==> src/rtl/ex_muldiv_if.sv <==
// EX-stage multiply/divide unit bus: operation request, MTHI/MTLO writes,
// HI/LO results and pipeline stall.
interface ex_muldiv_if;
  logic        start;
  logic [1:0]  op;
  logic [31:0] rs_in;
  logic [31:0] rt_in;
  logic        flush;
  logic        hi_we;
  logic        lo_we;
  logic [31:0] wdata;
  logic [31:0] hi_out;
  logic [31:0] lo_out;
  logic        stall;
  logic        done;
  logic        div_by_zero;

  modport master (
    output start, op, rs_in, rt_in, flush, hi_we, lo_we, wdata,
    input  hi_out, lo_out, stall, done, div_by_zero
  );

  modport slave (
    input  start, op, rs_in, rt_in, flush, hi_we, lo_we, wdata,
    output hi_out, lo_out, stall, done, div_by_zero
  );
endinterface

==> src/rtl/ex_muldiv.sv <==
// Iterative MIPS-style HI/LO multiply/divide unit: radix-2 shift-add multiply
// and restoring divide on operand magnitudes, signs applied in a final FIX cycle.
module ex_muldiv (
  input logic         clk,
  input logic         reset,
  ex_muldiv_if.slave  bus
);

  typedef enum logic [1:0] {IDLE, CALC, FIX, DONE} state_t;

  state_t      state, state_nx;
  logic [5:0]  cnt;
  logic [31:0] mag_b;
  logic [63:0] acc;
  logic        div_r;
  logic        neg_q;
  logic        neg_r;
  logic [31:0] hi, lo;
  logic        done_r, dbz_r;

  logic        accept, div0, wr_ok, done_nx;
  logic        rs_neg, rt_neg;
  logic [31:0] rs_mag, rt_mag;
  logic [32:0] mul_sum;
  logic [63:0] mul_nx;
  logic [32:0] div_sh, div_diff;
  logic [63:0] div_nx;
  logic [63:0] prod;
  logic [31:0] quo, rem;

  always_comb begin
    wr_ok   = (state == IDLE) || (state == DONE);
    accept  = bus.start && wr_ok && !bus.flush;
    div0    = bus.op[1] && (bus.rt_in == '0);
    rs_neg  = bus.op[0] && bus.rs_in[31];
    rt_neg  = bus.op[0] && bus.rt_in[31];
    rs_mag  = rs_neg ? -bus.rs_in : bus.rs_in;
    rt_mag  = rt_neg ? -bus.rt_in : bus.rt_in;
    done_nx = ((state == FIX) && !bus.flush) || (accept && div0);

    state_nx = state;
    case (state)
      IDLE, DONE: begin
        if (accept) state_nx = div0 ? DONE : CALC;
        else        state_nx = IDLE;
      end
      CALC:    if (cnt == 6'd31) state_nx = FIX;
      FIX:     state_nx = DONE;
      default: state_nx = IDLE;
    endcase
    if (bus.flush) state_nx = IDLE;
  end

  // acc holds {partial product, multiplier} or {remainder, dividend/quotient}.
  // R < divisor keeps the 33-bit trial subtraction free of false borrows.
  always_comb begin
    mul_sum  = {1'b0, acc[63:32]} + (acc[0] ? {1'b0, mag_b} : '0);
    mul_nx   = {mul_sum, acc[31:1]};
    div_sh   = {acc[63:32], acc[31]};
    div_diff = div_sh - {1'b0, mag_b};
    div_nx   = div_diff[32] ? {div_sh[31:0], acc[30:0], 1'b0}
                            : {div_diff[31:0], acc[30:0], 1'b1};
    prod     = neg_q ? -acc : acc;
    quo      = neg_q ? -acc[31:0] : acc[31:0];
    rem      = neg_r ? -acc[63:32] : acc[63:32];
  end

  always_ff @(posedge clk) begin
    if (reset) begin
      state  <= IDLE;
      cnt    <= '0;
      mag_b  <= '0;
      acc    <= '0;
      div_r  <= 1'b0;
      neg_q  <= 1'b0;
      neg_r  <= 1'b0;
      hi     <= '0;
      lo     <= '0;
      done_r <= 1'b0;
      dbz_r  <= 1'b0;
    end else begin
      state  <= state_nx;
      done_r <= done_nx;
      dbz_r  <= accept && div0;

      if (accept) begin
        mag_b <= rt_mag;
        acc   <= {32'h0, rs_mag};
        div_r <= bus.op[1];
        neg_q <= rs_neg ^ rt_neg;
        neg_r <= rs_neg;
        cnt   <= '0;
      end else if ((state == CALC) && !bus.flush) begin
        acc <= div_r ? div_nx : mul_nx;
        cnt <= cnt + 6'd1;
      end

      if ((state == FIX) && !bus.flush) begin
        hi <= div_r ? rem : prod[63:32];
        lo <= div_r ? quo : prod[31:0];
      end else if (wr_ok) begin
        if (bus.hi_we) hi <= bus.wdata;
        if (bus.lo_we) lo <= bus.wdata;
      end
    end
  end

  assign bus.stall       = accept || (state == CALC) || (state == FIX);
  assign bus.hi_out      = hi;
  assign bus.lo_out      = lo;
  assign bus.done        = done_r;
  assign bus.div_by_zero = dbz_r;

endmodule

==> src/flat_wrapper.sv <==
// flat-port wrapper written by rule: the top's interface ports become plain ports
module ex_muldiv_flat 
  (clk, reset, bus_start, bus_op, bus_rs_in, bus_rt_in, bus_flush, bus_hi_we, bus_lo_we, bus_wdata, bus_hi_out, bus_lo_out, bus_stall, bus_done, bus_div_by_zero);
  ex_muldiv_if bus_i ();
  input logic clk;
  input logic reset;
  input wire logic [$bits(bus_i.start)-1:0] bus_start;
  input wire logic [$bits(bus_i.op)-1:0] bus_op;
  input wire logic [$bits(bus_i.rs_in)-1:0] bus_rs_in;
  input wire logic [$bits(bus_i.rt_in)-1:0] bus_rt_in;
  input wire logic [$bits(bus_i.flush)-1:0] bus_flush;
  input wire logic [$bits(bus_i.hi_we)-1:0] bus_hi_we;
  input wire logic [$bits(bus_i.lo_we)-1:0] bus_lo_we;
  input wire logic [$bits(bus_i.wdata)-1:0] bus_wdata;
  output wire logic [$bits(bus_i.hi_out)-1:0] bus_hi_out;
  output wire logic [$bits(bus_i.lo_out)-1:0] bus_lo_out;
  output wire logic [$bits(bus_i.stall)-1:0] bus_stall;
  output wire logic [$bits(bus_i.done)-1:0] bus_done;
  output wire logic [$bits(bus_i.div_by_zero)-1:0] bus_div_by_zero;
  assign bus_i.start = bus_start;
  assign bus_i.op = bus_op;
  assign bus_i.rs_in = bus_rs_in;
  assign bus_i.rt_in = bus_rt_in;
  assign bus_i.flush = bus_flush;
  assign bus_i.hi_we = bus_hi_we;
  assign bus_i.lo_we = bus_lo_we;
  assign bus_i.wdata = bus_wdata;
  assign bus_hi_out = bus_i.hi_out;
  assign bus_lo_out = bus_i.lo_out;
  assign bus_stall = bus_i.stall;
  assign bus_done = bus_i.done;
  assign bus_div_by_zero = bus_i.div_by_zero;
  ex_muldiv u_core (.clk(clk), .reset(reset), .bus(bus_i));
endmodule
==> config.mk <==
export PLATFORM = sky130hd
export DESIGN_NAME = ex_muldiv_flat
export DESIGN_NICKNAME = d
export VERILOG_FILES = /design/src/rtl/ex_muldiv_if.sv /design/src/rtl/ex_muldiv.sv /design/src/flat_wrapper.sv
export SDC_FILE = /design/constraint.sdc
export NUM_CORES = 1
export LEC_CHECK = 0
export ABC_AREA = 1
export BUFFER_PORTS_ARGS = -buffer_cell sky130_fd_sc_hd__buf_2
export CAP_MARGIN = 20
export CORE_MARGIN = 5
export CORE_UTILIZATION = 30
export CTS_CLUSTER_DIAMETER = 100
export DETAILED_ROUTE_END_ITERATION = 10
export GPL_ROUTABILITY_DRIVEN = 0
export GPL_TIMING_DRIVEN = 0
export PLACE_DENSITY = 0.56
export SLEW_MARGIN = 40
export SYNTH_ARGS = -nofsm -noshare
export SYNTH_HDL_FRONTEND = slang
export SYNTH_SLANG_ARGS = --single-unit
==> constraint.sdc <==
create_clock -name clk -period 3.65 [get_ports clk]
set_input_delay 0.1825 -clock clk [delete_from_list [all_inputs] [get_ports clk]]
set_output_delay 0.1825 -clock clk [all_outputs]
set_load 0.01 [all_outputs]
==> results by stage <==
Global route:
- The global routing usage summed across all routing layers is 23.5%.
- The aggregate global routing overflow is 0.
- The first-pass GRT wire length is 111,000 um.
- The number of global-route vias before repair is roughly 19,000.
- The number of antenna violations at the first check in global routing is 2.
- Entering global routing, the biggest net connects 18 pins.

Setup path:
- The type of element capturing the critical path is a register.
- The top fanout value on the critical path is 10.
- The startpoint type of the worst setup path is a register.
- The destination of the worst register-to-register timing path is u_core.acc[51]$_SDFFE_PP0P_.
- At the worst endpoint, the required time is 4.01 ns.
- The startpoint identified for the worst register-to-register timing path is u_core.acc[31]$_SDFFE_PP0P_.
- The critical path in this run is classified as register to register.
- The setup slack of the worst register-to-register path is 0.35 ns.
- The count of cells along the worst register-to-register path is 18.
- Data on the critical path arrives at its endpoint at 3.65 ns.

Route:
- The post-detailed-route wirelength per cell is 18.7 um.
- The vias after detailed routing is 20,300.
- The detailed-routed wire length on met3 is around 5600 um.
- After detailed routing, the met2 layer carries between 30,000 and 40,000 um of wire.
- The remaining routing DRC violations is 0.
- The count of nets left with antenna violations after detail routing is 0.
- For this run, the detailed router's first-pass iteration total came to 5.
- Summed over all layers, the routed wires come to ~74,000 um.
- The highest layer touched by signal routing is met5.
- The via density per instance is 5.10.
- After the first detailed-routing iteration, the DRC count stood at between 1,500 and 2,000.
- After detailed routing, the wire length on met1 is between 30,000 and 40,000 um.

Clock network:
- The cell sitting at the root of the clock tree is a sky130_fd_sc_hd__clkbuf_16.
- In this run, post-CTS repair resized a total of 0 instances.
- After clock tree synthesis, the clock-pin slew on the worst setup and hold paths is 0.08 ns.
- CTS built an H-tree with a depth of 4.
- The number of setup buffers added after CTS is 0.
- CTS saw 173 sinks.
- The longest clock path from root to sink contains 2 buffers.
- The clock tree from TritonCTS is yes.
- The clock reaches the later pin of the worst-skew pair after 0.48 ns.
- The total of hold buffers inserted after clock tree synthesis is 12.
- The number of buffers inserted during clock tree synthesis is 17.

Yosys:
- The cell area after synthesis is around 17,000 um2.
- The synthesized instance count is ~3,000.
- The number of distinct standard cells referenced by the synthesized netlist is 53.
- The synthesized design contains 0 enable-type register cells.
- The count of yosys warnings during synthesis is 0.
- The average cell area after synthesis is 5.58 um2.
- After synthesis, the share of flip-flops with an asynchronous set or reset is 0%.
- For this run, the leading register cell type out of synthesis is sky130_fd_sc_hd__dfxtp_1.
- Counting flops and latches in the post-synthesis netlist gives 173.
- Synthesis produced a netlist with a net count of around 3,200.
- After synthesis, flip-flops and latches occupy 20.6% of the total area.

Timing:
- The setup TNS is 0 ns.
- The peak clock frequency supported by timing is a little over 300 MHz.
- The maximum clock skew at final layout is between 0.015 and 0.02 ns.
- The number of max-slew violations in the final report is 0.
- The final number of hold-violating endpoints is 0.
- The slew at the pin with the worst max-slew slack is 0.843 ns.
- The final worst setup slack is 0.355 ns.
- The shortest clock period the worst path allows after layout is 3.30 ns.
- The final critical-path share of the clock period is between 90% and 100%.
- Measured against its own limit, the worst slew margin works out to roughly 44%.
- Setup violations remaining at the end of the flow were counted as 0.
- Setup repair after global routing left no endpoint under its margin.

Floorplanning:
- The die covers 61,000 um2.
- The die span in x is 247 um.
- The chip height is 247 um.
- The number of placed I/O pins is 171.
- The total core area is 55,300 um2.
- After floorplanning, the core was divided into 86 placement rows.
- For this configuration, the core starts out at a cell density of 30.5%.

Hold path:
- The number of stages on the worst hold path is 3.
- For hold timing, the worst endpoint is u_core.bus.lo_out[27]$_SDFFE_PP0P_.
- The type of the tightest min-delay check is primary input to register.
- The startpoint of the lowest-slack hold path is bus_wdata[27].

Placed design:
- OpenSTA, run right after detailed placement, puts the worst setup slack at 0.449 ns.
- The total cell area at the placement stage is approximately 19,000 um2.
- In this run, placement finished with an instance count of roughly 3,900.
- The half-perimeter wire length after detailed placement is just over 60,000 um.
- Buffers placed on the I/O ports in this run total 170.

Finish:
- The post-route cell area is 19,400 um2.
- The count of inserted antenna diode cells is 0.
- The share of final-layout standard cells stronger than drive strength 1 is ~9.1%.
- Once layout is complete, the cells apart from fillers number 3,980.
- The post-layout net count is ~3,400.
- The signed area change from the synthesized netlist to the final layout is 15.0%.

Power:
- Overall power consumption after layout is estimated at between 6000 and 7000 uW.
- In this run the power density over the cells is 325 nW/um2.
- The cell leakage power is 0.00985 uW.
- The highest ir drop seen on vdd is 0.000264 V.

Outcome:
- The flow ran to the end, and the final reports show no timing, DRC or antenna violations.

Run:
- The total of max-cap violations is 0.
==> worst max path at each step <==
stage                                startpoint                          end  cells past startpoint
floorplan            u_core.acc[0]$_SDFFE_PP0P_  u_core.acc[61]$_SDFFE_PP0P_                     18
global placement    u_core.acc[31]$_SDFFE_PP0P_  u_core.acc[49]$_SDFFE_PP0P_                     18
detailed placement  u_core.acc[31]$_SDFFE_PP0P_  u_core.acc[49]$_SDFFE_PP0P_                     18
CTS                 u_core.acc[31]$_SDFFE_PP0P_  u_core.acc[49]$_SDFFE_PP0P_                     18
global route        u_core.acc[31]$_SDFFE_PP0P_  u_core.acc[53]$_SDFFE_PP0P_                     18
finish              u_core.acc[31]$_SDFFE_PP0P_  u_core.acc[51]$_SDFFE_PP0P_                     18
==> logic make-up after synthesis <==
family	share of synthesized area [%]
xor+xnor	2.81
buf+inv	13.1
fa+ha+maj	5.51
simple gates	39.7
flops	20.6
compound gates	18.3
==> flip-flops by register name (all words and copies together), names as in the netlist <==
register,count
u_core.acc,64
u_core.bus.hi_out,32
u_core.bus.lo_out,32
u_core.mag_b,32
u_core.cnt,6
u_core.state,2
u_core.bus.div_by_zero,1
u_core.bus.done,1
u_core.div_r,1
u_core.neg_q,1
u_core.neg_r,1
==> critical path, cell delays in order, from the launching register on <==
cell and delay [ns]:
sky130_fd_sc_hd__dfxtp_1 0.53, sky130_fd_sc_hd__inv_1 0.18, sky130_fd_sc_hd__ha_1 0.27, sky130_fd_sc_hd__fa_1 0.37, sky130_fd_sc_hd__inv_1 0.16, sky130_fd_sc_hd__nand2_1 0.12, sky130_fd_sc_hd__nand2_1 0.10, sky130_fd_sc_hd__nand3_1 0.11
sky130_fd_sc_hd__nand2_2 0.16, sky130_fd_sc_hd__nand2_2 0.06, sky130_fd_sc_hd__nand2_2 0.11, sky130_fd_sc_hd__nand2_4 0.08, sky130_fd_sc_hd__nand2_2 0.09, sky130_fd_sc_hd__nand2_4 0.08, sky130_fd_sc_hd__nand2_4 0.11, sky130_fd_sc_hd__buf_6 0.19
sky130_fd_sc_hd__nand3_1 0.23, sky130_fd_sc_hd__nand3_1 0.13, sky130_fd_sc_hd__a21oi_1 0.07
==> final cells by class <==
type | instances | area [um2]
Clock buffer | 19 | 453
Buffer | 104 | 444
Tap cell | 748 | 936
Multi-Input combinational cell | 2271 | 11200
Clock inverter | 13 | 166
Inverter | 470 | 1760
Sequential cell | 173 | 3460
Fill cell | 6463 | 35900
Timing Repair Buffer | 182 | 971
==> layout by cell type (no fill, tap or decap), drive strengths merged <==
cell type and count:
a32o 1, and2 4, o21a 2, nand2 884, or2 11, a221oi 8
xnor2 14, o31ai 4, ha 71, bufinv 2, nand4 29, inv 474
o32ai 2, o22ai 16, buf 206, fa 2, o21ai 264, o21bai 5
a31oi 31, clkinvlp 2, dlygate4sd3 12, o221ai 4, xor2 40, clkbuf 87
nand3 317, o211ai 7, o2111ai 1, and3 4, nor4 6, nand3b 13
nor3 31, a21oi 225, dfxtp 173, clkinv 5, nor2 271, a21o 4
==> per-stage QoR <==
stage	util, %	hold WS, ns
floorplan	-	0.321
global placement	33.7	0.470
detailed placement	33.7	0.478
CTS	35.0	0.000829
global route	35.0	0.0204
finish	35.0	0.0228
==> metal layers <==
layer / up-vias / global-route usage [%]
li1: 10200 / -
met1: 9249 / 30.5
met2: 741 / 39.2
met3: 134 / 3.79
met4: 4 / 9.24
met5: - / 0
==> Yosys cell counts, types with 9 or more instances <==
cell type / number / share of area (%)
sky130_fd_sc_hd__a21oi_1: 220 / 6.5
sky130_fd_sc_hd__a31oi_1: 31 / 1.2
sky130_fd_sc_hd__buf_1: 13 / 0.29
sky130_fd_sc_hd__buf_2: 19 / 0.56
sky130_fd_sc_hd__clkbuf_1: 68 / 1.5
sky130_fd_sc_hd__dfxtp_1: 173 / 21
sky130_fd_sc_hd__ha_1: 71 / 5.3
sky130_fd_sc_hd__inv_1: 454 / 10
sky130_fd_sc_hd__inv_2: 12 / 0.27
sky130_fd_sc_hd__nand2_1: 867 / 19
sky130_fd_sc_hd__nand2_2: 14 / 0.52
sky130_fd_sc_hd__nand3_1: 315 / 9.4
sky130_fd_sc_hd__nand3b_1: 13 / 0.58
sky130_fd_sc_hd__nand4_1: 28 / 1.0
sky130_fd_sc_hd__nor2_1: 257 / 5.7
sky130_fd_sc_hd__nor3_1: 29 / 0.86
sky130_fd_sc_hd__o21ai_0: 247 / 7.3
sky130_fd_sc_hd__o21ai_1: 13 / 0.39
sky130_fd_sc_hd__o22ai_1: 16 / 0.59
sky130_fd_sc_hd__or2_2: 9 / 0.33
sky130_fd_sc_hd__xnor2_1: 14 / 0.73
sky130_fd_sc_hd__xor2_1: 40 / 2.1
==> power breakdown <==
| part | total (uW) | switching [uW] | internal, uW |
|---|---|---|---|
| Clock | 2020 | 947 | 1070 |
| Sequential | 2120 | 122 | 2000 |
| Combinational | 2150 | 1490 | 657 |
| Total | 6290 | 2560 | 3730 |
No activity file was read; power rests on OpenSTA's default activity.
